[config.mk]
export PLATFORM = sky130hd
export DESIGN_NAME = cache_mem_arbiter_flat
export DESIGN_NICKNAME = d
export VERILOG_FILES = /design/src/rtl/cache_mem_arbiter_if.sv /design/src/rtl/cache_mem_arbiter.sv /design/src/flat_wrapper.sv
export SDC_FILE = /design/constraint.sdc
export NUM_CORES = 1
export LEC_CHECK = 0
export CAP_MARGIN = 20
export CORE_AREA = 4 4 292 294
export DETAILED_ROUTE_END_ITERATION = 16
export DIE_AREA = 0 0 296 298
export DONT_BUFFER_PORTS = 1
export HOLD_SLACK_MARGIN = 0.1
export PLACE_DENSITY = 0.34
export SYNTH_ARGS = -nofsm -noshare
export SYNTH_HDL_FRONTEND = slang
export SYNTH_SLANG_ARGS = --single-unit
[constraint.sdc]
create_clock -name clock -period 3.56 [get_ports clock]
set_input_delay 0.178 -clock clock [delete_from_list [all_inputs] [get_ports clock]]
set_output_delay 0.178 -clock clock [all_outputs]
set_load 0.01 [all_outputs]
[src/rtl/cache_mem_arbiter_if.sv]
// Bus bundle between the two cache controllers, the arbiter and the shared memory port.
// The arbiter takes the slave view; whatever drives requests and models memory takes the master view.
interface cache_mem_arbiter_if #(
  parameter int ADDR_SIZE = 32,
  parameter int DATA_SIZE = 128
);
  logic                 inst_rd_en;
  logic [ADDR_SIZE-1:0] inst_addr;
  logic                 inst_ack;
  logic [DATA_SIZE-1:0] inst_rd_data;

  logic                 data_rd_en;
  logic                 data_wr_en;
  logic [ADDR_SIZE-1:0] data_addr;
  logic [DATA_SIZE-1:0] data_wr_data;
  logic                 data_ack;
  logic [DATA_SIZE-1:0] data_rd_data;

  logic                 mem_rd_en;
  logic                 mem_wr_en;
  logic [ADDR_SIZE-1:0] mem_addr;
  logic [DATA_SIZE-1:0] mem_wr_data;
  logic [DATA_SIZE-1:0] mem_rd_data;
  logic                 mem_ack;

  modport slave (
    input  inst_rd_en, inst_addr,
    input  data_rd_en, data_wr_en, data_addr, data_wr_data,
    input  mem_rd_data, mem_ack,
    output inst_ack, inst_rd_data,
    output data_ack, data_rd_data,
    output mem_rd_en, mem_wr_en, mem_addr, mem_wr_data
  );

  modport master (
    output inst_rd_en, inst_addr,
    output data_rd_en, data_wr_en, data_addr, data_wr_data,
    output mem_rd_data, mem_ack,
    input  inst_ack, inst_rd_data,
    input  data_ack, data_rd_data,
    input  mem_rd_en, mem_wr_en, mem_addr, mem_wr_data
  );
endinterface

[src/rtl/cache_mem_arbiter.sv]
// Round-robin arbiter sharing one memory port between the I-cache and D-cache controllers.
// The winning request is latched in Idle and held stable on the memory bus until mem_ack.
module cache_mem_arbiter #(
  parameter int ADDR_SIZE = 32,
  parameter int DATA_SIZE = 128
) (
  input  logic                clock,
  input  logic                reset,
  cache_mem_arbiter_if.slave  bus
);

  typedef enum logic [1:0] {
    IDLE       = 2'd0,
    SERVE_INST = 2'd1,
    SERVE_DATA = 2'd2
  } state_e;

  state_e               state_q, state_d;
  logic                 last_grant_q, last_grant_d;  // 0 = inst, 1 = data
  logic [ADDR_SIZE-1:0] addr_q, addr_d;
  logic [DATA_SIZE-1:0] wr_data_q, wr_data_d;
  logic                 op_wr_q, op_wr_d;

  logic inst_req;
  logic data_req;
  logic grant_data;

  assign inst_req   = bus.inst_rd_en;
  assign data_req   = bus.data_rd_en | bus.data_wr_en;
  // On a tie the requester that did not win last time gets the port.
  assign grant_data = data_req & (~inst_req | ~last_grant_q);

  // NOTE: reset is synchronous, so it lives inside the clocked branch rather than in the sensitivity list.
  always_ff @(posedge clock) begin
    if (reset) begin
      state_q      <= IDLE;
      last_grant_q <= 1'b1;
      addr_q       <= '0;
      wr_data_q    <= '0;
      op_wr_q      <= 1'b0;
    end else begin
      state_q      <= state_d;
      last_grant_q <= last_grant_d;
      addr_q       <= addr_d;
      wr_data_q    <= wr_data_d;
      op_wr_q      <= op_wr_d;
    end
  end

  // NOTE: every signal gets a hold-value default up front so no path through the case infers a latch.
  always_comb begin
    state_d      = state_q;
    last_grant_d = last_grant_q;
    addr_d       = addr_q;
    wr_data_d    = wr_data_q;
    op_wr_d      = op_wr_q;
    case (state_q)
      IDLE: begin
        if (grant_data) begin
          state_d   = SERVE_DATA;
          addr_d    = bus.data_addr;
          wr_data_d = bus.data_wr_data;
          op_wr_d   = bus.data_wr_en;  // write wins over a simultaneous read
        end else if (inst_req) begin
          state_d   = SERVE_INST;
          addr_d    = bus.inst_addr;
          wr_data_d = '0;
          op_wr_d   = 1'b0;
        end
      end
      SERVE_INST: begin
        if (bus.mem_ack) begin
          state_d      = IDLE;
          last_grant_d = 1'b0;
        end
      end
      SERVE_DATA: begin
        if (bus.mem_ack) begin
          state_d      = IDLE;
          last_grant_d = 1'b1;
        end
      end
      default: state_d = IDLE;
    endcase
  end

  always_comb begin
    bus.mem_rd_en    = 1'b0;
    bus.mem_wr_en    = 1'b0;
    bus.mem_addr     = '0;
    bus.mem_wr_data  = '0;
    bus.inst_ack     = 1'b0;
    bus.inst_rd_data = '0;
    bus.data_ack     = 1'b0;
    bus.data_rd_data = '0;
    if (state_q != IDLE) begin
      bus.mem_rd_en   = ~op_wr_q;
      bus.mem_wr_en   = op_wr_q;
      bus.mem_addr    = addr_q;
      bus.mem_wr_data = wr_data_q;
    end
    case (state_q)
      SERVE_INST: begin
        bus.inst_ack = bus.mem_ack;
        if (bus.mem_ack) bus.inst_rd_data = bus.mem_rd_data;
      end
      SERVE_DATA: begin
        bus.data_ack = bus.mem_ack;
        if (bus.mem_ack) bus.data_rd_data = bus.mem_rd_data;
      end
      default: ;
    endcase
  end

endmodule
[src/flat_wrapper.sv]
// flat-port wrapper written by rule: the top's interface ports become plain ports
module cache_mem_arbiter_flat 
#(
  parameter int ADDR_SIZE = 32,
  parameter int DATA_SIZE = 128
)
  (clock, reset, bus_inst_rd_en, bus_inst_addr, bus_data_rd_en, bus_data_wr_en, bus_data_addr, bus_data_wr_data, bus_mem_rd_data, bus_mem_ack, bus_inst_ack, bus_inst_rd_data, bus_data_ack, bus_data_rd_data, bus_mem_rd_en, bus_mem_wr_en, bus_mem_addr, bus_mem_wr_data);
  cache_mem_arbiter_if #(.ADDR_SIZE(ADDR_SIZE), .DATA_SIZE(DATA_SIZE)) bus_i ();
  input  logic clock;
  input  logic reset;
  input wire logic [$bits(bus_i.inst_rd_en)-1:0] bus_inst_rd_en;
  input wire logic [$bits(bus_i.inst_addr)-1:0] bus_inst_addr;
  input wire logic [$bits(bus_i.data_rd_en)-1:0] bus_data_rd_en;
  input wire logic [$bits(bus_i.data_wr_en)-1:0] bus_data_wr_en;
  input wire logic [$bits(bus_i.data_addr)-1:0] bus_data_addr;
  input wire logic [$bits(bus_i.data_wr_data)-1:0] bus_data_wr_data;
  input wire logic [$bits(bus_i.mem_rd_data)-1:0] bus_mem_rd_data;
  input wire logic [$bits(bus_i.mem_ack)-1:0] bus_mem_ack;
  output wire logic [$bits(bus_i.inst_ack)-1:0] bus_inst_ack;
  output wire logic [$bits(bus_i.inst_rd_data)-1:0] bus_inst_rd_data;
  output wire logic [$bits(bus_i.data_ack)-1:0] bus_data_ack;
  output wire logic [$bits(bus_i.data_rd_data)-1:0] bus_data_rd_data;
  output wire logic [$bits(bus_i.mem_rd_en)-1:0] bus_mem_rd_en;
  output wire logic [$bits(bus_i.mem_wr_en)-1:0] bus_mem_wr_en;
  output wire logic [$bits(bus_i.mem_addr)-1:0] bus_mem_addr;
  output wire logic [$bits(bus_i.mem_wr_data)-1:0] bus_mem_wr_data;
  assign bus_i.inst_rd_en = bus_inst_rd_en;
  assign bus_i.inst_addr = bus_inst_addr;
  assign bus_i.data_rd_en = bus_data_rd_en;
  assign bus_i.data_wr_en = bus_data_wr_en;
  assign bus_i.data_addr = bus_data_addr;
  assign bus_i.data_wr_data = bus_data_wr_data;
  assign bus_i.mem_rd_data = bus_mem_rd_data;
  assign bus_i.mem_ack = bus_mem_ack;
  assign bus_inst_ack = bus_i.inst_ack;
  assign bus_inst_rd_data = bus_i.inst_rd_data;
  assign bus_data_ack = bus_i.data_ack;
  assign bus_data_rd_data = bus_i.data_rd_data;
  assign bus_mem_rd_en = bus_i.mem_rd_en;
  assign bus_mem_wr_en = bus_i.mem_wr_en;
  assign bus_mem_addr = bus_i.mem_addr;
  assign bus_mem_wr_data = bus_i.mem_wr_data;
  cache_mem_arbiter #(.ADDR_SIZE(ADDR_SIZE), .DATA_SIZE(DATA_SIZE)) u_core (.clock(clock), .reset(reset), .bus(bus_i));
endmodule
==> implementation parameters, run 1 <==
Parameter                              Value

Logic synthesis
  Largest cells by area after synthesis ... dfxtp_1 37%, and3_1 18%, a32oi_1 13%
  Share of the synthesized area in the top cell type ... 36.8%
  Share of the synthesized area in compound gates (AO/OA/AOI/OAI) ... 16.8%
  Share of cell area taken by muxes after synthesis ... 0%
  Simple-gate share of the synthesized area ... 39.1%
  Most frequently used cell type in the post-synthesis netlist ... and3_1
  Gate count after technology mapping ... 1141
  Async set-or-reset flop fraction in the synthesized netlist ... 0%
  Net Count, Synth ... 1471
  Combinational family with the most area after synthesis ... simple AND/OR/NAND/NOR gates
  Cell taking the most area after synthesis ... dfxtp_1
  Average size of a mapped cell ... 7.83 µm²
  Number of synthesized flops with an enable pin ... 0
  Number of synthesized register bits ... 164
  Adder-cell share of the synthesized area ... 0.560%
  Most frequent cells after synthesis ... 256 x and3_1, 165 x nor2_1, 164 x dfxtp_1
  Sequential-to-total area share from yosys stat ... 36.8%
  Synth Warn # ... 0
  Xor/xnor share of the synthesized area ... 0%
  Top_reg_cell synth ... dfxtp_1
  Number of distinct library cells after synthesis ... 23
  Post-Synthesis Cell Area ... 8930 µm²

Floorplanning
  Core footprint ... 82900 µm²
  Vertical die dimension ... 298 µm
  Row count ... 106
  Chip width ... 296 µm
  I/O pin count ... 746
  Initial core utilization ... 10.8%
  Die area ... 88200 µm²

Power and ir drop
  Net switching fraction of the power ... 36.2%
  Sequential fraction of design power ... 35.9%
  Net switching power of the design ... 2.18 mW
  IR drop worst, VDD ... 0.000324 V
  Final Total Pwr ... 6.04 mW
  Combinational share of power ... 30.7%
  Design internal power ... 3.85 mW
  Leakage dissipation ... 5.14 nW
  Relative contribution of the clock network to total power ... 33.5%
  Power per cell area ... 474 nW/µm²

STA
  Final max-slew violation count ... 0
  Worst Skew ... 13.3 ps
  Unrepaired setup endpoints after global routing ... false
  Transition time at the pin with the least slew margin ... 1020 ps
  Count of endpoints failing hold in the final timing report ... 0
  Post-route worst hold slack ... 167 ps
  TNS Setup ... 0 ps
  Max-Slew Margin vs Limit ... 32.0%
  Final worst path period need ... 2740 ps
  Crit share post-route ... 76.9%
  Final setup vio count ... 0
  Timing-limited maximum frequency ... 365 MHz

Setup path
  R2R setup slack ... 860 ps
  Element type at the critical path end ... output pin
  Worst Path Max Fanout ... 72
  Worst flop-to-flop path startpoint ... u_core.state_q[1]
  Type of the setup path with the least slack ... register to output pin
  FF-to-FF path depth ... 7
  Kind of start point of the critical path ... register
  End point of the critical path ... bus_data_rd_data[75]
  Worst flop-to-flop path endpoint ... u_core.addr_q[27]
  Worst setup startpoint ... u_core.state_q[0]
  Crit path DAT ... 2560 ps
  Data required time of the worst path ... 3380 ps

GRT
  GRT Max-Usage Layer ... met2
  Global-route wire length before repair ... 71600 µm
  Largest net degree at the start of global routing ... 260
  Total grt overflow ... 0
  Met1 track utilization from global routing ... 13.2%
  Met2 global-route usage ... 16.2%
  Initial antenna violation count ... 44
  Number of global-route vias before repair ... 8998
  Overall Global Routing Usage ... 11.2%
  Met3 Resource Use GR ... 8.28%

Placement
  Number of port buffers ... 0
  Detailed placement HPWL ... 41100 µm
  Total instance count after detailed placement ... 2088
  GPL Wtd Cong ... 0.977

Routing
  Number of DRC markers after the initial detailed-route iteration ... 859
  Total wirelength of the detailed-routed design ... 53200 µm
  Routed length per instance ... 22.4 µm
  Vias per cell ... 4.00
  DRC errors left ... 0
  Initial DRT Pass Iterations ... 6
  Via total after detailed routing ... 9484
  Antenna Nets Post-Route ... 0

Finish
  Number of filler instances in the final layout ... 9421
  Utilization after layout ... 15.4%
  # nets final ... 1566
  Ratio of cells with drive above 1 in the final layout ... 4.40%
  Area grow syn2layout ... 42.7%
  Post-Layout Cell Count ... 2371

Clocking
  H-tree levels ... 4
  Number of buffers inserted during clock tree synthesis ... 17
  Library cell used as clock root buffer ... clkbuf_16
  TritonCTS clock tree ... done
  Post-CTS Setup Repair Bufs ... 0
  Worst-Skew Late Latency ... 480 ps
  Buffer depth of the longest clock path ... 2
  Clock transition at the registers of the reported paths ... 80 ps
  CTS Sinks ... 164

Min path
  Hold Path Class ... input port to register

Flow run
  Max-cap violations ... 0

Status
  Status ... finished, final reports clean
power groups by stage:
stage / Clock, mW / Sequential [mW] / Combinational [mW]
final: 2.02 / 2.16 / 1.85
after global routing: 2.19 / 2.19 / 2.03
after global placement: 0 / 2.20 / 1.53
after floorplan: 0 / 2.15 / 1.25
after detailed placement: 0 / 2.20 / 1.56
after CTS: 2.11 / 2.16 / 1.87
placed cells by master, fill, tap and decap left out, types with 2 or more instances in the layout:
master and count:
a311oi_1 32, a32o_1 2, a32oi_1 129, and2_1 2, and3_1 256, buf_12 4
buf_4 11, bufinv_16 3, clkbuf_16 17, dfxtp_1 164, diode_2 42, dlygate4sd3_1 208
ha_2 2, inv_1 3, inv_6 6, inv_8 2, nand2_1 64, nor2_1 165
nor2b_1 162
cell type report:
cell class | count | area, µm² | share of cell area (%)
clock inverter | 14 | 186 | 1.46
tap | 1080 | 1350 | 10.6
inverter | 3 | 11.3 | 0.0884
sequential | 164 | 3280 | 25.8
antenna | 42 | 105 | 0.825
multi-input combinational | 825 | 5090 | 39.9
timing repair buffer | 225 | 2290 | 17.9
clock buffer | 18 | 429 | 3.37
cell families after synthesis:
logic type	count (synthesis)
compound gates	171
fa+ha+maj	4
buf+inv	152
flops	164
simple gates	650
routing by layer:
layer | wire, µm | vias to the layer above
met5 | 295 | -
met4 | 753 | 40
met3 | 8550 | 91
met2 | 22400 | 506
met1 | 21200 | 4528
li1 | - | 4319
metrics by stage:
step                      cell area, µm²  worst slack, ps
final                              12700              823
after global routing               12700              587
after CTS                          12600              810
after detailed placement            9910             1350
after global placement              9900             1340
after floorplan                     8930             2040
worst min-delay path by stage:
stage | startpoint | end | slack (ps) | depth (start not counted)
floorplan | bus_data_addr[0] | u_core.addr_q[0] | 340 | 2
global route | bus_inst_rd_en | u_core.state_q[1] | 140 | 3
detailed placement | reset | u_core.addr_q[14] | 270 | 1
global placement | reset | u_core.addr_q[22] | 270 | 1
CTS | bus_inst_rd_en | u_core.state_q[1] | 120 | 2
finish | bus_inst_rd_en | u_core.state_q[1] | 170 | 2
flip-flops by register name, summed over array words and instances, names as in the netlist:
name and flops:
u_core.wr_data_q 128, u_core.addr_q 32, u_core.state_q 2, u_core.last_grant_q 1
u_core.op_wr_q 1
worst max-delay path, cell delays in order, from the launching register on:
cell and delay [ps]:
dfxtp_1 330, inv_1 140, ha_2 860, buf_4 420
and3_1 280
repair_timing:
item / CTS / global route
hold endpoints to repair: 164 / 0
resized for setup: 0 / 0
hold buffers: 209 / 0
endpoints found under the setup margin: 0 / 0
(Power assumes the default switching activity.)
==> inputs of run 2 (changes only) <==
--- a/config.mk
+++ b/config.mk
@@ -11,7 +11,7 @@
 export DIE_AREA = 0 0 296 298
 export DONT_BUFFER_PORTS = 1
 export HOLD_SLACK_MARGIN = 0.1
-export PLACE_DENSITY = 0.34
+export PLACE_DENSITY = 0.35
 export SYNTH_ARGS = -nofsm -noshare
 export SYNTH_HDL_FRONTEND = slang
 export SYNTH_SLANG_ARGS = --single-unit
==> constraint.sdc (replaced) <==
create_clock -name clock -period 2.3 [get_ports clock]
set_input_delay 0.115 -clock clock [delete_from_list [all_inputs] [get_ports clock]]
set_output_delay 0.115 -clock clock [all_outputs]
set_load 0.01 [all_outputs]
==> run 2 against run 1 <==
- worst hold slack improved by 84 ps
- clock power rose by 46%
- combinational power grew 75%
- die area did not move
- critical path depth rose by 1
- non-clock buffer count rose by 92
- sequential cell count did not move
- sequential power rose by 55%
- setup slack lost 680 ps
- global-route usage rose by 0.58 points
- register-to-register slack got worse by 710 ps
- count of clock-buffer cells in the layout shrank 1
==> implementation parameters, run 2 (synthesis results as in run 1) <==
Parameter                              Value

Status
  Status ... finished, final reports clean

GRT
  Total grt overflow ... 0 (unchanged)
  Global-route wire length before repair ... 75200 µm (+5.0%)
  Overall Global Routing Usage ... 11.8% (+0.58 points)
  Number of global-route vias before repair ... 9517 (+5.8%)
  Largest net degree at the start of global routing ... 262 (+0.77%)
  Initial antenna violation count ... 50 (+14%)

Setup path
  R2R setup slack ... 150 ps (-710 ps)
  Data required time of the worst path ... 2710 ps (-670 ps)
  Type of the setup path with the least slack ... register to register
  Element type at the critical path end ... register
  Kind of start point of the critical path ... register
  Worst Path Max Fanout ... 103 (+43%)
  Crit path DAT ... 2560 ps (about the same)

Finish
  Area grow syn2layout ... 53.5%
  # nets final ... 1658 (+5.9%)
  Biggest registers after layout ... u_core.wr_data_q (128), u_core.addr_q (32), u_core.state_q (2)
  Final Instance Area ... 13700 µm² (+7.6%)
  Max FFs per register ... 128 (unchanged)
  Number of filler instances in the final layout ... 9303 (-1.3%)
  Leading cell type in the layout, fill and taps excluded ... dlygate4sd3_1
  Most used cells in the layout excluding fill and tap cells ... 297 x dlygate4sd3_1, 256 x and3_1, 165 x nor2_1
  Area occupied by registers ... 3280 µm² (unchanged)
  Ratio of cells with drive above 1 in the final layout ... 4.48% (+0.074 points)
  Area of the multi-input gates ... 5100 µm² (+0.25%)
  Largest register by flop count ... u_core.wr_data_q

Power and ir drop
  Leakage dissipation ... 5.85 nW (+14%)
  Net switching fraction of the power ... 36.6% (+0.47 points)
  Net switching power of the design ... 3.49 mW (+60%)
  Design internal power ... 6.05 mW (+57%)
  Relative contribution of the clock network to total power ... 31.0% (-2.5 points)
  IR drop worst, VDD ... 0.000508 V (+57%)
  Combinational share of power ... 33.9% (+3.2 points)
  Sequential fraction of design power ... 35.1% (-0.8 points)
  Power per cell area ... 696 nW/µm² (+47%)

Clocking
  Library cell used as clock root buffer ... clkbuf_16
  H-tree levels ... 4 (unchanged)
  CTS Sinks ... 164 (unchanged)
  Buffer depth of the longest clock path ... 2 (unchanged)
  Clock transition at the registers of the reported paths ... 80 ps (about the same)
  TritonCTS clock tree ... done
  Number of buffers inserted during clock tree synthesis ... 17 (unchanged)
  Post-CTS Setup Repair Bufs ... 0 (unchanged)
  Worst-Skew Late Latency ... 470 ps (about the same)

Routing
  Antenna Nets Post-Route ... 0 (unchanged)
  Via total after detailed routing ... 10000 (+5.6%)
  Number of DRC markers after the initial detailed-route iteration ... 943 (+9.8%)
  Total wirelength of the detailed-routed design ... 55900 µm (+5.1%)
  Routed length per instance ... 22.8 µm (+1.4%)
  DRC errors left ... 0 (unchanged)
  Initial DRT Pass Iterations ... 5 (-1)
  Vias per cell ... 4.08 (+1.9%)

Floorplanning
  Chip width ... 296 µm (unchanged)
  Core footprint ... 82900 µm² (unchanged)
  Die area ... 88200 µm² (unchanged)
  Vertical die dimension ... 298 µm (unchanged)
  Row count ... 106 (unchanged)
  Initial core utilization ... 10.8% (unchanged)
  I/O pin count ... 746 (unchanged)

STA
  Worst Skew ... 10.6 ps (-2.64 ps)
  Timing-limited maximum frequency ... 464 MHz
  Final max-slew violation count ... 0 (unchanged)
  Count of endpoints failing hold in the final timing report ... 0 (unchanged)
  Crit share post-route ... 93.7%
  Max-Slew Margin vs Limit ... 37.5% (+5.5 points)
  Unrepaired setup endpoints after global routing ... false
  Final setup vio count ... 0 (unchanged)
  TNS Setup ... 0 ps (unchanged)
  Transition time at the pin with the least slew margin ... 936 ps (-84.7 ps)
  Worst-case setup margin in the final layout ... 146 ps (-677 ps)
  Final worst path period need ... 2150 ps

Placement
  GPL Wtd Cong ... 0.932 (-4.7%)
  Setup slack at placement ... 679 ps (-675 ps)
  Cell area after placement ... 10000 µm² (+0.96%)
  Number of port buffers ... 0 (unchanged)
  Detailed placement HPWL ... 41300 µm (+0.43%)

Flow run
  Max-cap violations ... 0 (unchanged)

Min path
  Hold Path Class ... input port to register
run 2: path summary, 6_finish.rpt:
path | depth (start not counted) | from | to
hold reg to reg | 3 | u_core.state_q[0] | u_core.state_q[0]
setup reg to reg | 5 | u_core.last_grant_q | u_core.addr_q[4]
hold / removal | 2 | reset | u_core.addr_q[12]
setup / recovery | 5 | u_core.last_grant_q | u_core.addr_q[4]
run 2: layer usage:
| layer | track usage (%) | vias up | routed length [µm] |
|---|---|---|---|
| li1 | - | 4481 | - |
| met1 | 13.1 | 4849 | 21100 |
| met2 | 17.2 | 543 | 23900 |
| met3 | 9.78 | 91 | 9870 |
| met4 | 2.63 | 50 | 735 |
| met5 | 0 | - | 335 |
run 2: timing repair:
| item | 4_1_cts | 5_1_grt |
|---|---|---|
| hold buffers | 298 | 0 |
| hold endpoints to repair | 164 | 0 |
| resized for setup | 0 | 6 |
| setup endpoints to repair | 0 | 44 |
run 2: area by class of cell:
class,count,share of cell area [%]
diodes,37,0.675
clock buffers,17,3.10
clock inverters,14,1.06
inverters,3,0.0821
multi-input cells,825,37.2
flip-flops and latches,164,23.9
well taps,1080,9.85
repair buffers,317,24.1
run 2: metrics by stage:
stage,power [mW],std cells,utilization (%),hold WS [ps]
2_1_floorplan,5.28,1141,-,274
3_3_place_gp,5.85,2090,12.1,207
3_5_place_dp,5.89,2090,12.1,206
4_1_cts,9.59,2419,16.4,208
5_1_grt,10.1,2422,16.4,222
6_report,9.54,2457,16.5,251
run 2: worst max-delay path, cell delays in order, from the launching register on:
cell           delay, ps
dfxtp_1              390
a2bb2oi_4            200
buf_12               350
nand2_1              130
a311oi_1             290
dlygate4sd3_1        590
run 2: power groups by stage:
stage	Sequential (mW)	Combinational, mW	Clock (mW)
final	3.35	3.24	2.95
after global routing	3.38	3.52	3.19
after CTS	3.34	3.16	3.09
after detailed placement	3.40	2.49	0
after global placement	3.40	2.45	0
after floorplan	3.33	1.94	0
